## src/rtl/sensor_pkg.sv

```systemverilog
`default_nettype none
// ============================================================================
// Module      : sensor_pkg
// Description : Shared encodings for the sensor conditioner and the FSM that
//               consumes its outputs. Optional macro: MEDIAN3_EN.
// Revision    : 1.0 - initial release
// ============================================================================
package sensor_pkg;

    typedef enum logic [1:0] {
        PH_NIGHT = 2'b00,
        PH_DAWN  = 2'b01,
        PH_DAY   = 2'b10,
        PH_DUSK  = 2'b11
    } phase_t;

    localparam logic CH_MOIST = 1'b0;
    localparam logic CH_LIGHT = 1'b1;

`ifdef MEDIAN3_EN
    function automatic logic [7:0] median3(input logic [7:0] a,
                                           input logic [7:0] b,
                                           input logic [7:0] c);
        logic [7:0] lo;
        logic [7:0] hi;
        lo = (a < b) ? a : b;
        hi = (a < b) ? b : a;
        return (c > hi) ? hi : ((c < lo) ? lo : c);
    endfunction
`endif

endpackage
`default_nettype wire

```

## src/rtl/chan_avg.sv

```systemverilog
`default_nettype none
// ============================================================================
// Module      : chan_avg
// Description : Per-channel box-car averager with optional 3-tap median
//               prefilter (MEDIAN3_EN).
// Revision    : 1.0 - initial release
// ============================================================================
module chan_avg
    import sensor_pkg::*;
#(
    parameter int         AVG_LOG2  = 3,
    parameter logic [7:0] RESET_VAL = 8'h00
) (
    input  logic       clk,
    input  logic       rst_n,
    input  logic       i_sample_en,
    input  logic [7:0] i_sample,
    output logic [7:0] o_avg,
    output logic       o_valid
);

    localparam int c_ACC_W = 8 + AVG_LOG2;

    logic [c_ACC_W-1:0]  r_acc;
    logic [AVG_LOG2-1:0] r_cnt;
    logic [7:0]          w_filt;
    logic [c_ACC_W-1:0]  w_sum;
    logic                w_last;

`ifdef MEDIAN3_EN
    logic [7:0] r_h1;
    logic [7:0] r_h2;
    logic       r_primed;

    // First sample seeds both taps so the filter has no startup bias.
    always_ff @(posedge clk or negedge rst_n) begin
        if (!rst_n) begin
            r_h1     <= 8'd0;
            r_h2     <= 8'd0;
            r_primed <= 1'b0;
        end else if (i_sample_en) begin
            r_h1     <= i_sample;
            r_h2     <= r_primed ? r_h1 : i_sample;
            r_primed <= 1'b1;
        end
    end

    assign w_filt = r_primed ? median3(i_sample, r_h1, r_h2) : i_sample;
`else
    assign w_filt = i_sample;
`endif

    assign w_sum  = r_acc + {{AVG_LOG2{1'b0}}, w_filt};
    assign w_last = &r_cnt;

    always_ff @(posedge clk or negedge rst_n) begin
        if (!rst_n) begin
            r_acc   <= '0;
            r_cnt   <= '0;
            o_avg   <= RESET_VAL;
            o_valid <= 1'b0;
        end else begin
            o_valid <= 1'b0;
            if (i_sample_en) begin
                r_cnt <= r_cnt + AVG_LOG2'(1);
                if (w_last) begin
                    o_avg   <= w_sum[c_ACC_W-1:AVG_LOG2];
                    o_valid <= 1'b1;
                    r_acc   <= '0;
                end else begin
                    r_acc   <= w_sum;
                end
            end
        end
    end

endmodule
`default_nettype wire

```

## src/rtl/sensor_conditioner.sv

```systemverilog
`default_nettype none
// ============================================================================
// Module      : sensor_conditioner
// Description : ADC handshake, per-channel averaging and daylight phase FSM
//               with hysteresis and persistence. Optional macro: MEDIAN3_EN.
// Revision    : 1.0 - initial release
// ============================================================================
module sensor_conditioner
    import sensor_pkg::*;
#(
    parameter int         AVG_LOG2    = 3,
    parameter logic [7:0] LIGHT_HI    = 8'd120,
    parameter logic [7:0] LIGHT_LO    = 8'd60,
    parameter int         PERSIST_SEC = 600,
    parameter int         DAWN_SEC    = 1800
) (
    input  logic       clk,
    input  logic       rst_n,
    input  logic       sec_tick,
    input  logic       adc_valid,
    input  logic       adc_chan,
    input  logic [7:0] adc_data,
    output logic       adc_ready,
    output logic [7:0] m_sense,
    output logic [7:0] l_sense,
    output logic [1:0] l_thresh,
    output logic       m_valid,
    output logic       l_valid
);

    localparam logic [11:0] c_PERSIST = 12'(PERSIST_SEC);
    localparam logic [11:0] c_DWELL   = 12'(DAWN_SEC);

    logic w_xfer;
    logic w_m_en;
    logic w_l_en;

    // Either channel's commit cycle stalls the ADC for exactly one cycle.
    assign adc_ready = rst_n & ~(m_valid | l_valid);
    assign w_xfer    = adc_valid & adc_ready;
    assign w_m_en    = w_xfer & (adc_chan == CH_MOIST);
    assign w_l_en    = w_xfer & (adc_chan == CH_LIGHT);

    chan_avg #(
        .AVG_LOG2  (AVG_LOG2),
        .RESET_VAL (8'hFF)
    ) u_moist (
        .clk         (clk),
        .rst_n       (rst_n),
        .i_sample_en (w_m_en),
        .i_sample    (adc_data),
        .o_avg       (m_sense),
        .o_valid     (m_valid)
    );

    chan_avg #(
        .AVG_LOG2  (AVG_LOG2),
        .RESET_VAL (8'h00)
    ) u_light (
        .clk         (clk),
        .rst_n       (rst_n),
        .i_sample_en (w_l_en),
        .i_sample    (adc_data),
        .o_avg       (l_sense),
        .o_valid     (l_valid)
    );

    phase_t      r_phase;
    phase_t      w_phase_nxt;
    logic [11:0] r_cnt;
    logic [11:0] w_cnt_nxt;
    logic [11:0] w_cnt_inc;

    always_ff @(posedge clk or negedge rst_n) begin
        if (!rst_n) begin
            r_phase <= PH_NIGHT;
            r_cnt   <= 12'd0;
        end else begin
            r_phase <= w_phase_nxt;
            r_cnt   <= w_cnt_nxt;
        end
    end

    always_comb begin
        w_phase_nxt = r_phase;
        w_cnt_nxt   = r_cnt;
        w_cnt_inc   = (&r_cnt) ? r_cnt : r_cnt + 12'd1;
        if (sec_tick) begin
            unique case (r_phase)
                PH_NIGHT: begin
                    if (l_sense > LIGHT_HI) begin
                        w_cnt_nxt = w_cnt_inc;
                        if (w_cnt_inc == c_PERSIST) begin
                            w_phase_nxt = PH_DAWN;
                            w_cnt_nxt   = 12'd0;
                        end
                    end else begin
                        w_cnt_nxt = 12'd0;
                    end
                end
                PH_DAWN: begin
                    w_cnt_nxt = w_cnt_inc;
                    if (w_cnt_inc == c_DWELL) begin
                        w_phase_nxt = PH_DAY;
                        w_cnt_nxt   = 12'd0;
                    end
                end
                PH_DAY: begin
                    if (l_sense < LIGHT_LO) begin
                        w_cnt_nxt = w_cnt_inc;
                        if (w_cnt_inc == c_PERSIST) begin
                            w_phase_nxt = PH_DUSK;
                            w_cnt_nxt   = 12'd0;
                        end
                    end else begin
                        w_cnt_nxt = 12'd0;
                    end
                end
                PH_DUSK: begin
                    w_cnt_nxt = w_cnt_inc;
                    if (w_cnt_inc == c_DWELL) begin
                        w_phase_nxt = PH_NIGHT;
                        w_cnt_nxt   = 12'd0;
                    end
                end
            endcase
        end
    end

    assign l_thresh = r_phase;

endmodule
`default_nettype wire

```

## config.mk

```make
export PLATFORM = sky130hd
export DESIGN_NAME = sensor_conditioner
export DESIGN_NICKNAME = d
export VERILOG_FILES = /design/src/rtl/sensor_pkg.sv /design/src/rtl/chan_avg.sv /design/src/rtl/sensor_conditioner.sv
export SDC_FILE = /design/constraint.sdc
export NUM_CORES = 1
export LEC_CHECK = 0
export CELL_PAD_IN_SITES_DETAIL_PLACEMENT = 1
export CELL_PAD_IN_SITES_GLOBAL_PLACEMENT = 1
export CORE_MARGIN = 5
export CORE_UTILIZATION = 40
export DETAILED_ROUTE_END_ITERATION = 7
export GPL_TIMING_DRIVEN = 0
export PLACE_DENSITY = 0.84
export SYNTH_ARGS = -nofsm -noshare
export SYNTH_HDL_FRONTEND = slang
export SYNTH_SLANG_ARGS = --single-unit
```

## constraint.sdc

```tcl
create_clock -name clk -period 2.3 [get_ports clk]
set_clock_uncertainty 0.15 [all_clocks]
set_input_delay 0.69 -clock clk [delete_from_list [all_inputs] [get_ports clk]]
set_output_delay 0.69 -clock clk [all_outputs]
set_load 0.03 [all_outputs]
```

# == Word level (Yosys, flattened, before mapping) ==
# Cells that the tools add are included.
# totals
regBits,60
elab_cells,62
output_inout_bits,21
# op_classes
bitwise,7
n_reduce_logical,8
magnitude_cmp,2
muxes,19
add_sub_neg,5
eq_ne,11
# op_table
operator,n
2-to-1 mux 12 bit,5
one-hot mux 12 bit (3 select lines),1
adder 11 x 8 -> 11 bit,2
2-to-1 mux 11 bit,2
"adder 12 x 1 -> 12 bit, second input constant",1
"== test 12 x 10 -> 1 bit, second input constant",1
"== test 12 x 11 -> 1 bit, second input constant",1
2-to-1 mux 2 bit,6
"inequality test 2 bit, second input constant",6
AND reduction 12 bit,1
"greater-than comparator 8 x 7 -> 1 bit, second input constant",1
"less-than comparator 8 x 6 -> 1 bit, second input constant",1
one-hot mux 2 bit (4 select lines),1
AND reduction 4 bit,2
AND reduction 7 bit,1
"adder 3 x 1 -> 3 bit, second input constant",2
AND reduction 3 bit,2
AND 1 bit,4
"== test 2 bit, second input constant",2
2-to-1 mux 1 bit,4
"== test 2 x 1 -> 1 bit, second input constant",1
zero test 2 bit,1
inverter 1 bit,2
OR reduction 2 bit,1
OR 1 bit,1

# == Logic depth before layout (Yosys ltp) ==
# depth
ltp_word,6
mapped_depth,10
mapped_depth_nobuf,10

# == By module ==
# From an unflattened synthesis, not the netlist that was laid out.
# hier_totals
hier_cells,391
hier_area_um2,3783.6
# by_module_without_submodules
mod,area_each_um2,instances,cells_each
chan_avg at u_moist,1337.5,1,129
chan_avg at u_light,1327.5,1,129
sensor_conditioner,1118.6,1,133

# == Least setup slack after synthesis ==
# OpenSTA, ideal clock, no wires.
# synth_path
kind,input -> register
startpoint,in rst_n
endpoint,reg u_light.o_avg[2]
t_required_ps,2025
path_buffers,2
path_stages,6
setup_time_ps,125
arrival_time_ps,2634
path_slack_ps,-608
cell_sequence,nor3b_1 -> and3_1 -> clkbuf_1 -> nand3_1 -> clkbuf_1 -> mux2_2
# synth_via
elab_chain_cells,4
# synth_rtl
item,line_no,text
start: declaration,sensor_conditioner.sv:18,"input logic rst_n,"
AND 1 bit,sensor_conditioner.sv:39,assign adc_ready = rst_n & ~(m_valid | l_valid);
AND 1 bit,sensor_conditioner.sv:40,assign w_xfer = adc_valid & adc_ready;
AND 1 bit,sensor_conditioner.sv:42,assign w_l_en = w_xfer & (adc_chan == CH_LIGHT);
AND reduction 4 bit (no source line),n/a,
end signal: assignment,chan_avg.sv:67,o_avg <= w_sum[c_ACC_W-1:AVG_LOG2];
end: declaration,chan_avg.sv:18,"output logic [7:0] o_avg,"
# No other way between the ends.
# A chain may end at the register's enable or synchronous reset.

# == Final worst setup path ==
# layout_path
startpoint,reg r_cnt[5]
endpoint,reg r_phase[1] (netlist: l_thresh[1])
# layout_via
elab_chain_cells,5
# layout_rtl
item,line_no,text
start: declaration,sensor_conditioner.sv:70,logic [11:0] r_cnt;
start signal: assignment,sensor_conditioner.sv:80,r_cnt <= w_cnt_nxt;
adder 12 x 1 -> 12 bit or AND reduction 12 bit (tied branches),sensor_conditioner.sv:87,w_cnt_inc = (&r_cnt) ? r_cnt : r_cnt + 12'd1;
2-to-1 mux 12 bit *,sensor_conditioner.sv:87,
== test 12 x 11 -> 1 bit or == test 12 x 10 -> 1 bit (tied branches),n/a,
inequality test 2 bit (no source line),n/a,
AND reduction 7 bit (no source line) *,n/a,
end signal: assignment,sensor_conditioner.sv:79,r_phase <= w_phase_nxt;
end: declaration,sensor_conditioner.sv:68,phase_t r_phase;
# Every way passes the cells marked *; elsewhere a longest branch is shown, timed or not.

==> implementation parameters <==
Parameter                              Value

Status
  Run status    finished, violations left
  Failing checks    negative setup slack

Clocking
  Buffer type at the clock tree root    clkbuf_8
  Clock Tree Buf Depth    2
  TritonCTS sink count    60
  Worst skew pair latency    0.35 ns
  Number of buffers inserted during clock tree synthesis    9
  Deepest level of the CTS H-tree    3
  Clock input transition at the sequential cells of the worst setup and hold paths    0.08 ns
  Hold buffers post-CTS    0
  CTS tree    done

Floorplan
  Initial core utilization    40.5%
  Die Outline Area    0.0113 mm^2
  Overall die height    106 um
  # IOs    34
  Overall die width    106 um
  Core region area    0.00915 mm^2
  Standard-cell rows    35

STA
  Total of endpoints with negative setup slack in the final report    17
  Hold slack    0.00591 ns
  Clock period minus final worst setup slack    2.48 ns
  RSZ-0062 raised after global routing    true
  FMAX    0.403 GHz
  Slew @ Worst Pin    0.558 ns
  Pins Over Slew Limit    0
  Ratio of final minimum period to clock period    108%
  Post-route worst setup slack    -0.181 ns
  Normalized max-slew margin    62.8%
  Total count of hold-check failures in the final report    0

Synthesis
  Net count after synthesis    439
  Gate count of the mapped netlist    398
  FF+latch count, synth    60
  Cell types with the largest area share after synthesis    dfrtp_1 (35%), ha_1 (8.8%), dfstp_2 (5.7%), nand2_1 (4.7%), o21ai_0 (4.3%)
  Synthesized area per cell    9.30 um^2
  Syn Std Cell Area    0.00370 mm^2
  Share of synthesized area occupied by flip-flops and latches    40.8%
  Synth unique cells    55
  Prevailing post-synth register cell    dfrtp_1
  Async set-reset flop share out of synthesis    100%
  Number of flops mapped to enable cells by yosys    0
  Synth area leader    dfrtp_1
  Yosys warns    0
  Area share of the largest cell type after synthesis    35.1%

Global route
  Overall overflow remaining after global route    0
  Maximum number of pins on one net before global-route repair    32
  Antenna violations before repair    0
  Global Route Usage Sum    22.0%
  Via count of the first global-routing pass    3774
  First-pass GRT wire length    19500 um

Layout
  Final cell utilization of the core    58.2%
  Layout cells sized above 1    35.5%
  Final cell count without fillers    593
  Area growth from synthesis to layout    43.9%
  FF+latch area    0.00152 mm^2
  Number of diodes added for antenna fixing    0
  Area taken by multi-input logic gates    0.00259 mm^2
  Final net count    518
  Post-route cell area    0.00533 mm^2
  Number of fillers in the final layout    997

Routing
  WL/cell    21.4 um
  Number of DRC markers in iteration 0    162
  Count of vias placed by the detailed router    3460
  Routed wire length    12700 um
  Antenna Violating Nets Remaining    0
  Pre-antenna DRT Iters    5
  Drt drc    0
  Vias/cell    5.83

Power and ir drop
  Power per cell area    1190 mW/mm^2
  Peak supply drop    0.000516 V
  Static Leakage    0.00243 uW

Worst setup path
  Kind of cell with the highest combined delay on the critical path    compound AO/OA/AOI/OAI gates
  Worst reg2reg path startpoint    r_cnt[5]
  Critical-path cell list    buf_6 -> buf_4 -> xnor2_1 -> nand4_1 -> a221oi_4 -> a31oi_4 -> a211o_1 -> mux2_4
  CP Launch Type    flip-flop
  Highest fanout seen on the critical path    7
  Cell with the biggest individual delay on the critical path    dfrtp_1
  WS Path Type    flip-flop to flip-flop
  Arrival time of data at the critical path endpoint    2.58 ns
  Count of buffer and inverter cells on the critical path    2
  Crit path capture type    flip-flop
  Setup crit start    r_cnt[5]
  Longest individual stage delay on the worst path    0.39 ns
  Critical path required time    2.40 ns

Flow run
  Total of max-cap violations    0

Placement
  Cells after DPL    542
  Placed Area    0.00426 mm^2
  Post-detail-place hpwl    7160 um
  Weighted congestion at the end of routability-driven global placement    0.820
  Buffers added on ports    33

Hold path
  Kind of path behind the tightest hold check    input port to asynchronous set/reset pin
==> area by class of cell <==
type                    count  share of cell area (%)
plain buffers              14                    1.62
repair buffers             71                    13.1
multi-input cells         299                    48.6
clock inverters             6                    1.67
flip-flops and latches     60                    28.5
clock buffers              10                    2.39
inverters                  22                    1.55
well taps                 111                    2.61
==> cell families after synthesis <==
logic type,count (synthesis),synth area share (%)
XOR/XNOR,19,4.49
adder cells (fa/ha/maj),28,9.87
buffers and inverters,39,4.36
flip-flops,60,40.8
AND/OR/NAND/NOR,135,17.9
multiplexers,11,3.38
AO/OA/AOI/OAI,106,19.2
==> state kept, by name, summed over array words and instances (netlist names) <==
register and flops:
l_thresh 2, r_cnt 12, u_light.o_avg 8, u_light.o_valid 1, u_light.r_acc 11, u_light.r_cnt 3, u_moist.o_avg 8, u_moist.o_valid 1
u_moist.r_acc 11, u_moist.r_cnt 3
==> synth_stat cells (all sizes together), types with 2 or more instances <==
library cell  count
a22o             10
o21ai            33
xnor2            13
a21boi            3
inv              22
or3               6
o21bai            3
and4              3
o211ai            5
a31oi             3
nor3              7
and2              3
mux2              9
buf               7
mux2i             2
nand3b            3
nand2b            2
xor2              6
clkbuf           10
nand3            14
nor2b             8
a21o              3
o31ai             2
o21a              3
a311o             4
a221oi            4
nand4             6
nand2            46
o41ai             2
fa                2
and3             10
dfrtp            52
a311oi            2
dfstp             8
a21oi            18
nor2             23
o22ai             4
ha               26
==> path summary, 6_finish.rpt <==
kind                            slack, ns               end  cells after the start
worst max-delay path                -0.18       l_thresh[1]                      8
worst min-delay path                0.006          r_cnt[1]                      1
worst max register to register      -0.18       l_thresh[1]                      8
worst min register to register       0.33  u_moist.o_avg[7]                      2
max in group asynchronous            1.66          r_cnt[4]                      1
min in group clk                     0.33  u_moist.o_avg[7]                      2
==> cell usage in the layout, fill, tap and decap left out, types with 6 or more instances in the layout <==
master / count
nor3_1: 6
a21oi_2: 9
mux2_2: 6
o21ai_2: 6
buf_4: 32
o21ai_0: 14
a21oi_1: 8
clkbuf_8: 9
xnor2_1: 11
ha_4: 15
nand2_1: 43
dfrtp_1: 48
o21ai_1: 11
and3_1: 7
inv_1: 19
a22o_1: 10
dlymetal6s2s_1: 6
buf_6: 8
nor2_1: 18
ha_1: 10
clkdlybuf4s50_1: 6
xor2_1: 6
nand4_1: 6
nand3_1: 11
dfstp_2: 8
dlygate4sd2_1: 15
==> per-layer routing <==
layer | vias to the layer above | part of all wire [%] | global-route usage [%]
met5 | - | 0 | 0
met4 | 0 | 2.1 | 7.68
met3 | 23 | 2.5 | 3.64
met2 | 59 | 55 | 41.2
met1 | 1780 | 41 | 25.0
li1 | 1598 | - | -
==> power breakdown <==
part | total (uW) | switching [uW] | internal (uW)
sequential | 1800 | 364 | 1440
combinational | 3430 | 1780 | 1650
clock | 1090 | 478 | 610
==> per-stage QoR <==
step                total power [uW]  setup slack [ns]  TNS (ns)
detailed placement              4160             -1.22    -43.27
floorplan                       3450            -0.199     -1.86
global placement                3990             -3.01   -229.98
CTS                             5810            -0.135    -0.525
finish                          6320            -0.181     -1.74
global route                    6710            -0.277     -3.48
==> what timing repair did <==
| action | 4_1_cts | 5_1_grt |
|---|---|---|
| cloned | 1 | 0 |
| setup buffers | 25 | 15 |
| pin swaps | 34 | 52 |
| gates resized for setup | 101 | 61 |
| endpoints found under the setup margin | 71 | 49 |
Power figures use the tool's default switching activity.
